**src/rtl/pipe_column_gen_if.sv**
```systemverilog
// Scroll-step interface between the game controller and the pipe column generator.
// The master drives the scroll controls and random source; the slave returns the column and status.
interface pipe_column_gen_if #(
  parameter int ROWS   = 16,
  parameter int LFSR_W = 10,
  parameter int CNT_W  = 8
);
  logic                    enable;
  logic                    advance;
  logic [LFSR_W-1:0]       lfsr;
  logic [ROWS-1:0]         column;
  logic                    col_valid;
  logic [$clog2(ROWS)-1:0] gap_top;
  logic [$clog2(ROWS):0]   gap_h;
  logic [CNT_W-1:0]        pipe_count;

  modport master (
    output enable, advance, lfsr,
    input  column, col_valid, gap_top, gap_h, pipe_count
  );

  modport slave (
    input  enable, advance, lfsr,
    output column, col_valid, gap_top, gap_h, pipe_count
  );
endinterface

```
**src/rtl/pipe_column_gen.sv**
```systemverilog
// Emits one playfield column per scroll step: SPACING empty columns, then PIPE_W pipe columns
// whose gap is placed from the LFSR and shrinks with the number of completed pipes.
module pipe_column_gen #(
  parameter int ROWS       = 16,
  parameter int LFSR_W     = 10,
  parameter int PIPE_W     = 1,
  parameter int SPACING    = 3,
  parameter int GAP_H_MAX  = 6,
  parameter int GAP_H_MIN  = 3,
  parameter int LEVEL_STEP = 4,
  parameter int MARGIN     = 1,
  parameter int CNT_W      = 8
) (
  input  logic              clk,
  input  logic              reset,
  pipe_column_gen_if.slave  bus
);
  localparam int RW   = $clog2(ROWS);
  localparam int CMAX = (SPACING > PIPE_W) ? SPACING : PIPE_W;
  localparam int CW   = $clog2(CMAX + 1) + 1;

  localparam logic [RW:0]    RBASE    = (RW+1)'(ROWS - 2*MARGIN + 1);
  localparam logic [RW-1:0]  MARGIN_C = RW'(MARGIN);
  localparam logic [RW:0]    GH_MAX_C = (RW+1)'(GAP_H_MAX);
  localparam logic [RW:0]    GH_MIN_C = (RW+1)'(GAP_H_MIN);
  localparam logic [CW-1:0]  SP_C     = CW'(SPACING);
  localparam logic [CW-1:0]  PW_LAST  = CW'(PIPE_W - 1);

  typedef enum logic [1:0] {IDLE, SPACE, PIPE} state_t;

  state_t            state;
  logic [CW-1:0]     cnt;
  logic [ROWS-1:0]   column;
  logic              col_valid;
  logic [RW-1:0]     gap_top;
  logic [RW:0]       gap_h;
  logic [CNT_W-1:0]  pipe_count;

  logic [RW:0]       r_mod, rem, gap_end;
  logic [RW-1:0]     gap_top_nx;
  logic [ROWS-1:0]   pipe_col;
  logic [CNT_W-1:0]  pc_nx;
  logic [RW:0]       gh_nx;

  // r_mod is never zero because ROWS >= GAP_H_MAX + 2*MARGIN, so the gap stays clear of the margins.
  always_comb begin
    r_mod      = RBASE - gap_h;
    rem        = {1'b0, bus.lfsr[RW-1:0]} % r_mod;
    gap_top_nx = MARGIN_C + rem[RW-1:0];
    gap_end    = {1'b0, gap_top_nx} + gap_h;
  end

  for (genvar i = 0; i < ROWS; i++) begin : g_row
    assign pipe_col[i] = !(((RW+1)'(i) >= {1'b0, gap_top_nx}) && ((RW+1)'(i) < gap_end));
  end

  always_comb begin
    int level;
    pc_nx = (pipe_count == '1) ? pipe_count : pipe_count + CNT_W'(1);
    level = int'(pc_nx) / LEVEL_STEP;
    gh_nx = (level >= GAP_H_MAX - GAP_H_MIN) ? GH_MIN_C : (RW+1)'(GAP_H_MAX - level);
  end

  always_ff @(posedge clk) begin
    if (reset) begin
      state      <= IDLE;
      cnt        <= '0;
      column     <= '0;
      col_valid  <= 1'b0;
      gap_top    <= MARGIN_C;
      gap_h      <= GH_MAX_C;
      pipe_count <= '0;
    end else if (!bus.enable) begin
      // pipe_count and gap_h survive a pause so difficulty carries over
      state     <= IDLE;
      cnt       <= '0;
      column    <= '0;
      col_valid <= 1'b0;
    end else begin
      col_valid <= bus.advance;
      if (bus.advance) begin
        case (state)
          IDLE: begin
            column <= '0;
            if (SPACING == 1) begin
              state <= PIPE;
              cnt   <= '0;
            end else begin
              state <= SPACE;
              cnt   <= CW'(1);
            end
          end
          SPACE: begin
            column <= '0;
            if (cnt + CW'(1) == SP_C) begin
              state <= PIPE;
              cnt   <= '0;
            end else begin
              cnt <= cnt + CW'(1);
            end
          end
          PIPE: begin
            if (cnt == '0) begin
              gap_top <= gap_top_nx;
              column  <= pipe_col;
            end
            if (cnt == PW_LAST) begin
              pipe_count <= pc_nx;
              gap_h      <= gh_nx;
              state      <= SPACE;
              cnt        <= '0;
            end else begin
              cnt <= cnt + CW'(1);
            end
          end
          default: state <= IDLE;
        endcase
      end
    end
  end

  assign bus.column     = column;
  assign bus.col_valid  = col_valid;
  assign bus.gap_top    = gap_top;
  assign bus.gap_h      = gap_h;
  assign bus.pipe_count = pipe_count;

  if (LFSR_W > RW) begin : g_lfsr_hi
    logic unused_lfsr_hi;
    assign unused_lfsr_hi = ^bus.lfsr[LFSR_W-1:RW];
  end
endmodule

```
**src/flat_wrapper.sv**
```systemverilog
// flat-port wrapper written by rule: the top's interface ports become plain ports
module pipe_column_gen_flat 
#(
  parameter int ROWS       = 16,
  parameter int LFSR_W     = 10,
  parameter int PIPE_W     = 1,
  parameter int SPACING    = 3,
  parameter int GAP_H_MAX  = 6,
  parameter int GAP_H_MIN  = 3,
  parameter int LEVEL_STEP = 4,
  parameter int MARGIN     = 1,
  parameter int CNT_W      = 8
)
  (clk, reset, bus_enable, bus_advance, bus_lfsr, bus_column, bus_col_valid, bus_gap_top, bus_gap_h, bus_pipe_count);
  pipe_column_gen_if #(.ROWS(ROWS), .LFSR_W(LFSR_W), .CNT_W(CNT_W)) bus_i ();
  input  logic clk;
  input  logic reset;
  input wire logic [$bits(bus_i.enable)-1:0] bus_enable;
  input wire logic [$bits(bus_i.advance)-1:0] bus_advance;
  input wire logic [$bits(bus_i.lfsr)-1:0] bus_lfsr;
  output wire logic [$bits(bus_i.column)-1:0] bus_column;
  output wire logic [$bits(bus_i.col_valid)-1:0] bus_col_valid;
  output wire logic [$bits(bus_i.gap_top)-1:0] bus_gap_top;
  output wire logic [$bits(bus_i.gap_h)-1:0] bus_gap_h;
  output wire logic [$bits(bus_i.pipe_count)-1:0] bus_pipe_count;
  assign bus_i.enable = bus_enable;
  assign bus_i.advance = bus_advance;
  assign bus_i.lfsr = bus_lfsr;
  assign bus_column = bus_i.column;
  assign bus_col_valid = bus_i.col_valid;
  assign bus_gap_top = bus_i.gap_top;
  assign bus_gap_h = bus_i.gap_h;
  assign bus_pipe_count = bus_i.pipe_count;
  pipe_column_gen #(.ROWS(ROWS), .LFSR_W(LFSR_W), .PIPE_W(PIPE_W), .SPACING(SPACING), .GAP_H_MAX(GAP_H_MAX), .GAP_H_MIN(GAP_H_MIN), .LEVEL_STEP(LEVEL_STEP), .MARGIN(MARGIN), .CNT_W(CNT_W)) u_core (.clk(clk), .reset(reset), .bus(bus_i));
endmodule
```
**config.mk**
```make
export PLATFORM = sky130hd
export DESIGN_NAME = pipe_column_gen_flat
export DESIGN_NICKNAME = d
export VERILOG_FILES = /design/src/rtl/pipe_column_gen_if.sv /design/src/rtl/pipe_column_gen.sv /design/src/flat_wrapper.sv
export SDC_FILE = /design/constraint.sdc
export NUM_CORES = 1
export LEC_CHECK = 0
export ABC_AREA = 1
export ABC_CLOCK_PERIOD_IN_PS = 5650
export BUFFER_PORTS_ARGS = -buffer_cell sky130_fd_sc_hd__buf_2
export CORE_MARGIN = 3
export CORE_UTILIZATION = 52
export DETAILED_ROUTE_END_ITERATION = 10
export MAX_ROUTING_LAYER = met4
export PLACE_DENSITY = 0.83
export SLEW_MARGIN = 20
export SYNTH_ARGS = -nofsm -noshare
export SYNTH_HDL_FRONTEND = slang
export SYNTH_SLANG_ARGS = --single-unit
```
**constraint.sdc**
```tcl
create_clock -name clk -period 5.65 [get_ports clk]
set_input_delay 0.2825 -clock clk [delete_from_list [all_inputs] [get_ports clk]]
set_output_delay 0.2825 -clock clk [all_outputs]
set_load 0.05 [all_outputs]
```
==> results of run 1 <==
synth_stat cells, types with 3 or more instances:
master / n
xor2_1: 6
o21ai_0: 23
clkbuf_1: 8
nand3_1: 23
ha_1: 32
nand2_1: 101
dfxtp_1: 39
nor3_1: 6
nand3_2: 11
inv_1: 75
inv_2: 3
xnor2_1: 7
o211ai_1: 6
nand4_1: 4
nand2_2: 7
a21oi_1: 41
a22oi_1: 3
nor2_1: 41
report_power, final:
group,internal (µW),leakage (µW),total [µW],switching [µW]
sequential,278,0.000317,281,3.39
combinational,202,0.00198,505,303
clock,86.8,0.0000422,189,102
total,566,0.00234,974,408
critical path: cells and delay by family (launching register included):
| kind | cells | cell delay (ps) |
|---|---|---|
| AO/OA/AOI/OAI | 6 | 930 |
| XOR/XNOR | 1 | 260 |
| adder cells (fa/ha/maj) | 6 | 1600 |
| buffers and inverters | 9 | 910 |
| flip-flops | 1 | 360 |
| AND/OR/NAND/NOR | 23 | 2260 |
timing repair:
item / 4_1_cts / 5_1_grt
pin swaps: 39 / 49
gates cloned: 0 / 0
gates resized for setup: 62 / 72
hold endpoints to repair: 0 / 0
setup endpoints to repair: 16 / 16
buffers inserted: 19 / 7
per-layer routing:
metal	track usage	vias up	part of all wire
li1	-	1730	-
met1	0.339	1785	0.35
met2	0.551	305	0.47
met3	0.0562	114	0.098
met4	0.185	0	0.084
met5	-	-	0
cell families (layout without fill, tap and decap cells):
group,count (synthesis),in the layout,synth area share
AND/OR/NAND/NOR,203,203,0.308
AO/OA/AOI/OAI,82,82,0.149
adder cells (fa/ha/maj),34,34,0.144
flip-flops,39,39,0.255
other,1,1,0.00122
buffers and inverters,87,213,0.107
XOR/XNOR,13,13,0.0371
state kept, by name (all words and copies together), names as in the netlist:
| register | flops |
|---|---|
| u_core.bus.gap_h | 5 |
| u_core.cnt | 3 |
| u_core.bus.col_valid | 1 |
| u_core.state | 2 |
| u_core.bus.gap_top | 4 |
| u_core.bus.pipe_count | 8 |
| u_core.bus.column | 16 |
per-stage QoR:
step                      hold slack (ps)  setup WS, ps  TNS, ps
after floorplan                       434         -74.6     -241
after global placement                450          -178    -1860
after detailed placement              452          -401    -5200
after CTS                             251         -96.3     -549
after global routing                  262         -1090   -15330
final                                 249          -848   -11380
layout make-up:
cell class                      count  area share
Multi-Input combinational cell    333       0.555
Timing Repair Buffer              126       0.179
Sequential cell                    39       0.165
Inverter                           79      0.0656
Tap cell                           72      0.0187
Clock buffer                        7      0.0158
Clock inverter                      1     0.00104
worst max path at each step:
stage,start,end,slack [ps],depth (start not counted)
floorplan,u_core.bus.gap_h[1],u_core.bus.column[0],-70,48
detailed placement,bus_lfsr[3],u_core.bus.column[8],-400,45
finish,u_core.bus.gap_h[1],u_core.bus.column[10],-850,45
global route,u_core.bus.gap_h[1],u_core.bus.column[1],-1090,47
global placement,bus_lfsr[3],u_core.bus.column[10],-180,47
CTS,u_core.bus.gap_h[0],u_core.bus.column[9],-100,48
==> results.sh, run 1 <==
export IMPL_rsz0062_at_grt="yes"
export IMPL_slew_viol_final=0
export IMPL_ys_seq_area_frac=0.255
export IMPL_cts_hold_buf=0
export IMPL_synth_ff_latch_count=39
export IMPL_final_cell_mix="buf_4 (82), nand2_1 (66), inv_1 (59)"
export IMPL_hold_class="in -> reg"
export IMPL_avgViaCountPerCell=5.99
export IMPL_cp_required_ps=5800
export IMPL_relSlewSlack=0.492
export IMPL_async_flop_share=0
export IMPL_area_delta_synth_final_pct=57.3
export IMPL_core_um2=5610
export IMPL_r2r_cells=45
export IMPL_drt_pass1_iterations=5
export IMPL_fp_row_count=27
export IMPL_design_area_um2=4820
export IMPL_syn_area_um2=3070
export IMPL_critPathKind="reg -> reg"
export IMPL_dp_cells=624
export IMPL_finalSetupViolCount=16
export IMPL_grt_pass1_wl_mm=16.1
export IMPL_cp_slowest_cell="dfxtp_4"
export IMPL_maxCapViolCount=0
export IMPL_endpoint_kind="flip-flop"
export IMPL_post_route_drc_count=0
export IMPL_finalWirelength_mm=13.4
export IMPL_rrSetupSlack_ps=-850
export IMPL_final_hold_violation_count=0
export IMPL_status="complete, but fails checks"
export IMPL_layout_drive_gt1_share=0.472
export IMPL_cp_max_fo=6
export IMPL_initial_utilization=0.547
export IMPL_synth_top_area_cell="dfxtp_1"
export IMPL_grt_overflow=0
export IMPL_avgRoutedWirePerCell_um=20.3
export IMPL_syn_num_nets=507
export IMPL_num_vias=3934
export IMPL_ys_types=35
export IMPL_antenna_found_initial=0
export IMPL_n_antenna_cell=0
export IMPL_fillers=273
export IMPL_synth_enable_flop_cells=0
export IMPL_holdPathStages=3
export IMPL_die_area_um2=6850
export IMPL_die_height_um=82.8
export IMPL_drt_antenna_violating_nets=0
export IMPL_cts_root_buffer="clkbuf_8"
export IMPL_grt_pass1_vias=3544
export IMPL_h_tree_depth=2
export IMPL_drt_iter0_drc=470
export IMPL_cp_arrival_ps=6650
export IMPL_fin_util=0.860
export IMPL_insertion_delay_ps=300
export IMPL_finalNonFillerCells=657
export IMPL_ir_drop_mv=0.162
export IMPL_layout_setup_ws_ps=-848
export IMPL_max_freq_ghz=0.154
export IMPL_clk_pin_slew_ps=80
export IMPL_crit_top_cell="nand2_2"
export IMPL_multi_input_area_um2=2680
export IMPL_final_common_cell="buf_4"
export IMPL_r2r_end="u_core.bus.column[10]"
export IMPL_worst_pin_slew_ps=761
export IMPL_gr_usage_all_layers=0.318
export IMPL_placed_cell_area_um2=3980
export IMPL_seqCellArea_um2=795
export IMPL_grt_max_degree=21
export IMPL_ioPinCount=48
export IMPL_min_period_over_period=1.15
export IMPL_start_kind="flip-flop"
export IMPL_portBuffers=41
export IMPL_r2r_start="u_core.bus.gap_h[1]"
export IMPL_hold_end="u_core.bus.col_valid"
export IMPL_yosysTopAreaCellShare=0.255
export IMPL_die_x_um=82.8
export IMPL_synthCells=459
export IMPL_place_hpwl_mm=6.12
export IMPL_gp_congestion=0.909
export IMPL_post_route_min_period_ps=6500
export IMPL_cts_made_buffers=5
export IMPL_yosysWarnings=0
export IMPL_power_leakage_uw=0.00234
export IMPL_power_density_nw_per_um2=202
export IMPL_fin_skew_ps=12.7
export IMPL_hp_start="bus_advance"
export IMPL_cts_buffer_depth=2
export IMPL_slowest_delay_ps=360
export IMPL_final_nets=632
export IMPL_total_power_uw=974
export IMPL_synthTopCellsByArea="dfxtp_1 (25%), ha_1 (13%), nand2_1 (12%), inv_1 (9.2%), a21oi_1 (6.7%)"
export IMPL_synth_flop_cell="dfxtp_1"
export IMPL_syn_avg_cell_area_um2=6.68
export IMPL_violations="negative setup slack"
export IMPL_cts_tree="built"
export IMPL_cts_sinks=39
Power figures use the tool's default switching activity.
==> run 2: changes to the inputs <==
- TNS_END_PERCENT: unset -> 1
==> run 2 against run 1 <==
  * The run still ends with negative setup slack left
  * Routed wire length shrank 9.3%
  * Global-route usage shrank 3.7 points
  * Final cell count shrank 0.30%
  * Largest power group unchanged
  * Fmax grew 0.63%
  * Utilization shrank 1.9 points
  * Clock skew grew 2.8 ps
  * Register-to-register slack gained 40 ps
  * Critical endpoint is now u_core.bus.column[12]
  * Sequential share of layout area grew 0.38 points
  * Combinational power grew 4%
  * Clock power is essentially flat
  * Setup slack gained 40 ps
==> results.sh, run 2 (synthesized netlist as in run 1, its figures left out) <==
export IMPL_status="complete, but fails checks"
export IMPL_violations="negative setup slack"
export IMPL_layout_setup_ws_ps=-808
export IMPL_cp_required_ps=5800
export IMPL_portBuffers=41
export IMPL_n_antenna_cell=0
export IMPL_num_vias=3846
export IMPL_r2r_cells=41
export IMPL_clk_pin_slew_ps=80
export IMPL_antenna_found_initial=0
export IMPL_slowest_delay_ps=360
export IMPL_cp_arrival_ps=6610
export IMPL_insertion_delay_ps=300
export IMPL_post_route_drc_count=0
export IMPL_max_freq_ghz=0.155
export IMPL_core_um2=5610
export IMPL_slew_viol_final=0
export IMPL_rrSetupSlack_ps=-810
export IMPL_ioPinCount=48
export IMPL_cts_buffer_depth=2
export IMPL_top_register="u_core.bus.column"
export IMPL_die_area_um2=6850
export IMPL_largest_register_ffs=16
export IMPL_grt_max_degree=21
export IMPL_crit_top_cell="ha_4"
export IMPL_reg_top3="u_core.bus.column: 16 flops, u_core.bus.pipe_count: 8 flops, u_core.bus.gap_h: 5 flops"
export IMPL_fp_row_count=27
export IMPL_initial_utilization=0.547
export IMPL_power_density_nw_per_um2=211
export IMPL_drt_pass1_iterations=7
export IMPL_maxCapViolCount=0
export IMPL_cp_slowest_cell="dfxtp_4"
export IMPL_gp_congestion=0.886
export IMPL_die_x_um=82.8
export IMPL_grtUsageMet3=0.0421
export IMPL_final_nets=630
export IMPL_area_delta_synth_final_pct=53.8
export IMPL_min_period_over_period=1.14
export IMPL_grt_pass1_vias=3358
export IMPL_avgRoutedWirePerCell_um=18.5
export IMPL_cts_sinks=39
export IMPL_ir_drop_mv=0.241
export IMPL_drt_iter0_drc=398
export IMPL_rsz0062_at_grt="yes"
export IMPL_grt_overflow=0
export IMPL_placed_cell_area_um2=3970
export IMPL_finalSetupViolCount=16
export IMPL_fin_skew_ps=15.4
export IMPL_start_kind="flip-flop"
export IMPL_grt_pass1_wl_mm=14.4
export IMPL_grt_use_met1=0.309
export IMPL_finalWirelength_mm=12.1
export IMPL_critPathKind="reg -> reg"
export IMPL_gr_usage_all_layers=0.281
export IMPL_total_power_uw=996
export IMPL_layout_drive_gt1_share=0.449
export IMPL_cts_root_buffer="clkbuf_8"
export IMPL_cts_made_buffers=5
export IMPL_h_tree_depth=2
export IMPL_design_area_um2=4710
export IMPL_final_cell_mix="nand2_1 (76), buf_4 (76), inv_1 (62)"
export IMPL_fin_util=0.841
export IMPL_cp_max_fo=8
export IMPL_worst_pin_slew_ps=730
export IMPL_endpoint_kind="flip-flop"
export IMPL_busiest_layer="met2"
export IMPL_dp_cells=624
export IMPL_final_hold_violation_count=0
export IMPL_power_leakage_uw=0.00231
export IMPL_hold_class="in -> reg"
export IMPL_finalNonFillerCells=655
export IMPL_holdPathStages=3
export IMPL_place_hpwl_mm=6.11
export IMPL_die_height_um=82.8
export IMPL_post_route_min_period_ps=6460
export IMPL_cts_tree="built"
export IMPL_grt_use_met2=0.500
export IMPL_relSlewSlack=0.512
export IMPL_avgViaCountPerCell=5.87
export IMPL_drt_antenna_violating_nets=0
## run 2: changes by cell type in the layout (fill, tap and decap cells not counted), sizes merged
cell,delta
buf,-2
clkbuf,-1
inv,+1
## run 2: layer usage
| layer | part of all wire | wire [µm] |
|---|---|---|
| met4 | 0.077 | 932 |
| met2 | 0.48 | 5790 |
| met1 | 0.38 | 4550 |
| met5 | 0 | 0 |
| met3 | 0.069 | 833 |
## run 2: final cells by class
class,count,area (µm²)
Clock inverter,2,11.3
Fill cell,310,893
Sequential cell,39,795
Inverter,79,309
Multi-Input combinational cell,333,2580
Tap cell,72,90.1
Timing Repair Buffer,124,855
Clock buffer,6,72.6
## run 2: power breakdown
group,leakage [µW],switching [µW],internal [µW]
clock,0.0000455,104,86.7
combinational,0.00195,301,223
sequential,0.000317,3.14,278
## run 2: path summary, 6_finish.rpt
kind / startpoint / end
setup / recovery: u_core.bus.gap_h[0] / u_core.bus.column[12]
setup reg to reg: u_core.bus.gap_h[0] / u_core.bus.column[12]
hold / removal: bus_advance / u_core.bus.col_valid
hold reg to reg: u_core.bus.column[15] / u_core.bus.column[15]
## run 2: metrics by stage
stage               TNS, ps  hold WS [ps]  setup WS [ps]
floorplan              -380           434          -94.4
CTS                   -1680           248           -170
detailed placement    -6660           452           -492
global route         -15730           286          -1090
global placement      -3000           452           -259
finish               -10540           252           -808
## run 2: timing repair
action / 4_1_cts / 5_1_grt
resized for setup: 58 / 64
cloned: 0 / 0
setup buffers: 14 / 9
pin swaps: 42 / 56
hold buffers: 0 / 0
endpoints found under the setup margin: 16 / 16
## run 2: worst max-delay path, delay by kind of cell (launching register included)
family	cells	cell delay, ps
AOI/OAI and AO/OA	8	1380
and+or+nand+nor	17	1740
buffers and inverters	8	850
DFF	1	360
adders and majority gates	6	1550
xor gates and xnor gates	2	440
==> run 3: changes to the inputs <==
- ABC_AREA: 1 -> unset
==> run 3 against run 2 <==
  * The run still ends with negative setup slack left
  * First-iteration DRC count down 55%
  * Setup slack worse by 140 ps
  * Total power down 18%
  * Synthesized area down 0.45%
  * Flip-flop and latch count unchanged
  * Critical path depth down 10
  * Sequential share of layout area up 1.7 points
  * Synthesized cell count down 17%
  * Sequential power down 2%
  * Die area down 0.42%
  * Design area down 9.7%
  * Final cell count down 15%
  * Critical endpoint is now u_core.bus.column[5]
  * Largest power group unchanged
==> results.sh, run 3 <==
export IMPL_die_height_um=82.6
export IMPL_gp_congestion=0.945
export IMPL_synthCells=381
export IMPL_grt_max_degree=18
export IMPL_cts_root_buffer="clkbuf_8"
export IMPL_seqCellArea_um2=792
export IMPL_final_hold_violation_count=0
export IMPL_power_leakage_uw=0.00190
export IMPL_yosysWarnings=0
export IMPL_drt_iter0_drc=179
export IMPL_synthTopCellsByArea="dfxtp_1 (26%), ha_1 (13%), nand2_1 (5.2%), a21oi_1 (4.1%), nor2_1 (3.9%)"
export IMPL_cts_made_buffers=5
export IMPL_n_antenna_cell=0
export IMPL_maxCapViolCount=0
export IMPL_cts_buffer_depth=2
export IMPL_cts_hold_buf=0
export IMPL_cp_max_fo=7
export IMPL_yosysTopAreaCellShare=0.256
export IMPL_grt_pass1_wl_mm=14.9
export IMPL_pre_cts_slack_ps=-1190
export IMPL_layout_setup_ws_ps=-946
export IMPL_reg_top3="u_core.bus.column: 16 flops, u_core.bus.pipe_count: 8 flops, u_core.bus.gap_h: 5 flops"
export IMPL_slew_viol_final=0
export IMPL_insertion_delay_ps=290
export IMPL_die_area_um2=6820
export IMPL_critPathTopFamily="compound AO/OA/AOI/OAI gates"
export IMPL_dp_cells=544
export IMPL_cp_required_ps=5840
export IMPL_multi_input_area_um2=2430
export IMPL_avgRoutedWirePerCell_um=16.5
export IMPL_slowest_delay_ps=440
export IMPL_h_tree_depth=2
export IMPL_grt_use_met1=0.330
export IMPL_ys_seq_area_frac=0.256
export IMPL_num_vias=3277
export IMPL_holdWs_ps=239
export IMPL_worst_pin_slew_ps=966
export IMPL_ys_top_cells_by_count="nand2_1 (42), dfxtp_1 (39), ha_1 (32), nor2_1 (32), inv_1 (28)"
export IMPL_drt_pass1_iterations=5
export IMPL_core_um2=5610
export IMPL_grt_pass1_vias=3301
export IMPL_grt_overflow=0
export IMPL_gr_usage_all_layers=0.290
export IMPL_start_kind="flip-flop"
export IMPL_layout_drive_gt1_share=0.363
export IMPL_largest_register_ffs=16
export IMPL_crit_top_cell="ha_4"
export IMPL_fin_skew_ps=5.62
export IMPL_violations="negative setup slack"
export IMPL_async_flop_share=0
export IMPL_syn_area_um2=3050
export IMPL_power_density_nw_per_um2=191
export IMPL_portBuffers=41
export IMPL_min_period_over_period=1.17
export IMPL_post_route_drc_count=0
export IMPL_synth_flop_cell="dfxtp_1"
export IMPL_initial_utilization=0.544
export IMPL_finalNonFillerCells=559
export IMPL_avgViaCountPerCell=5.86
export IMPL_final_common_cell="buf_4"
export IMPL_cp_num_buf_inv=4
export IMPL_synth_most_common_cell="nand2_1"
export IMPL_hold_class="in -> reg"
export IMPL_post_route_min_period_ps=6600
export IMPL_cp_slowest_cell="fa_1"
export IMPL_max_freq_ghz=0.152
export IMPL_antenna_found_initial=0
export IMPL_place_hpwl_mm=6.53
export IMPL_ys_types=68
export IMPL_relSlewSlack=0.354
export IMPL_endpoint_kind="flip-flop"
export IMPL_die_x_um=82.6
export IMPL_ir_drop_mv=0.159
export IMPL_synth_enable_flop_cells=0
export IMPL_ioPinCount=48
export IMPL_fp_row_count=27
export IMPL_cts_sinks=39
export IMPL_cts_tree="built"
export IMPL_rsz0062_at_grt="yes"
export IMPL_finalSetupViolCount=16
export IMPL_top_register="u_core.bus.column"
export IMPL_critPathKind="reg -> reg"
export IMPL_total_power_uw=814
export IMPL_synth_top_area_cell="dfxtp_1"
export IMPL_busiest_layer="met2"
export IMPL_status="complete, but fails checks"
export IMPL_cp_arrival_ps=6790
export IMPL_drt_antenna_violating_nets=0
export IMPL_final_cell_mix="buf_4 (66), buf_2 (41), nand2_1 (40)"
export IMPL_clk_pin_slew_ps=80
export IMPL_synth_ff_latch_count=39
export IMPL_syn_avg_cell_area_um2=8.01
export IMPL_area_delta_synth_final_pct=39.5
export IMPL_finalWirelength_mm=9.24
export IMPL_grt_use_met2=0.498
export IMPL_fillers=395
export IMPL_final_nets=534
export IMPL_syn_num_nets=429
export IMPL_grtUsageMet3=0.0456
## run 3: what timing repair did
item	4_1_cts	5_1_grt
setup buffers	4	3
hold endpoints to repair	0	0
pin swaps	24	10
gates resized for setup	32	12
setup endpoints to repair	17	19
## run 3: cells by family after synthesis
kind of cell,count (synthesis),share of synthesized area
buffers and inverters,41,0.0537
other,1,0.00123
flip-flops,39,0.256
multiplexers,5,0.0168
AO/OA/AOI/OAI,106,0.249
AND/OR/NAND/NOR,137,0.225
adder cells (fa/ha/maj),34,0.144
XOR/XNOR,18,0.0541
## run 3: cell type report
type	count	area share
Multi-Input combinational cell	301	0.572
Sequential cell	39	0.186
Clock inverter	1	0.00118
Inverter	28	0.0247
Timing Repair Buffer	111	0.177
Clock buffer	7	0.0179
Tap cell	72	0.0212
## run 3: per-stage QoR
stage	utilization	setup TNS [ps]	area, µm²
2_1_floorplan	-	-15310	3210
3_3_place_gp	0.697	-12270	3910
3_5_place_dp	0.697	-16910	3910
4_1_cts	0.745	-13190	4180
5_1_grt	0.759	-17900	4260
6_report	0.759	-13070	4260
## run 3: per-layer routing
metal / up-vias / share of wire / wire length [µm]
met5: - / 0 / 0
met4: 0 / 0.035 / 323
met3: 35 / 0.059 / 545
met2: 135 / 0.50 / 4570
met1: 1535 / 0.41 / 3800
li1: 1572 / - / -
## run 3: power by group
part,total (µW),internal (µW),switching [µW]
registers,276,275,1.15
clock network,182,86.7,95.0
logic,356,175,181
total,814,537,277
## run 3: path summary, 6_finish.rpt
| kind | to | from | cells after the start | slack [ps] |
|---|---|---|---|---|
| max | u_core.bus.column[5] | u_core.bus.gap_h[1] | 31 | -950 |
| min | u_core.bus.col_valid | bus_advance | 2 | 240 |
| max reg2reg | u_core.bus.column[5] | u_core.bus.gap_h[1] | 31 | -950 |
| min reg2reg | u_core.bus.column[15] | u_core.bus.column[15] | 2 | 460 |
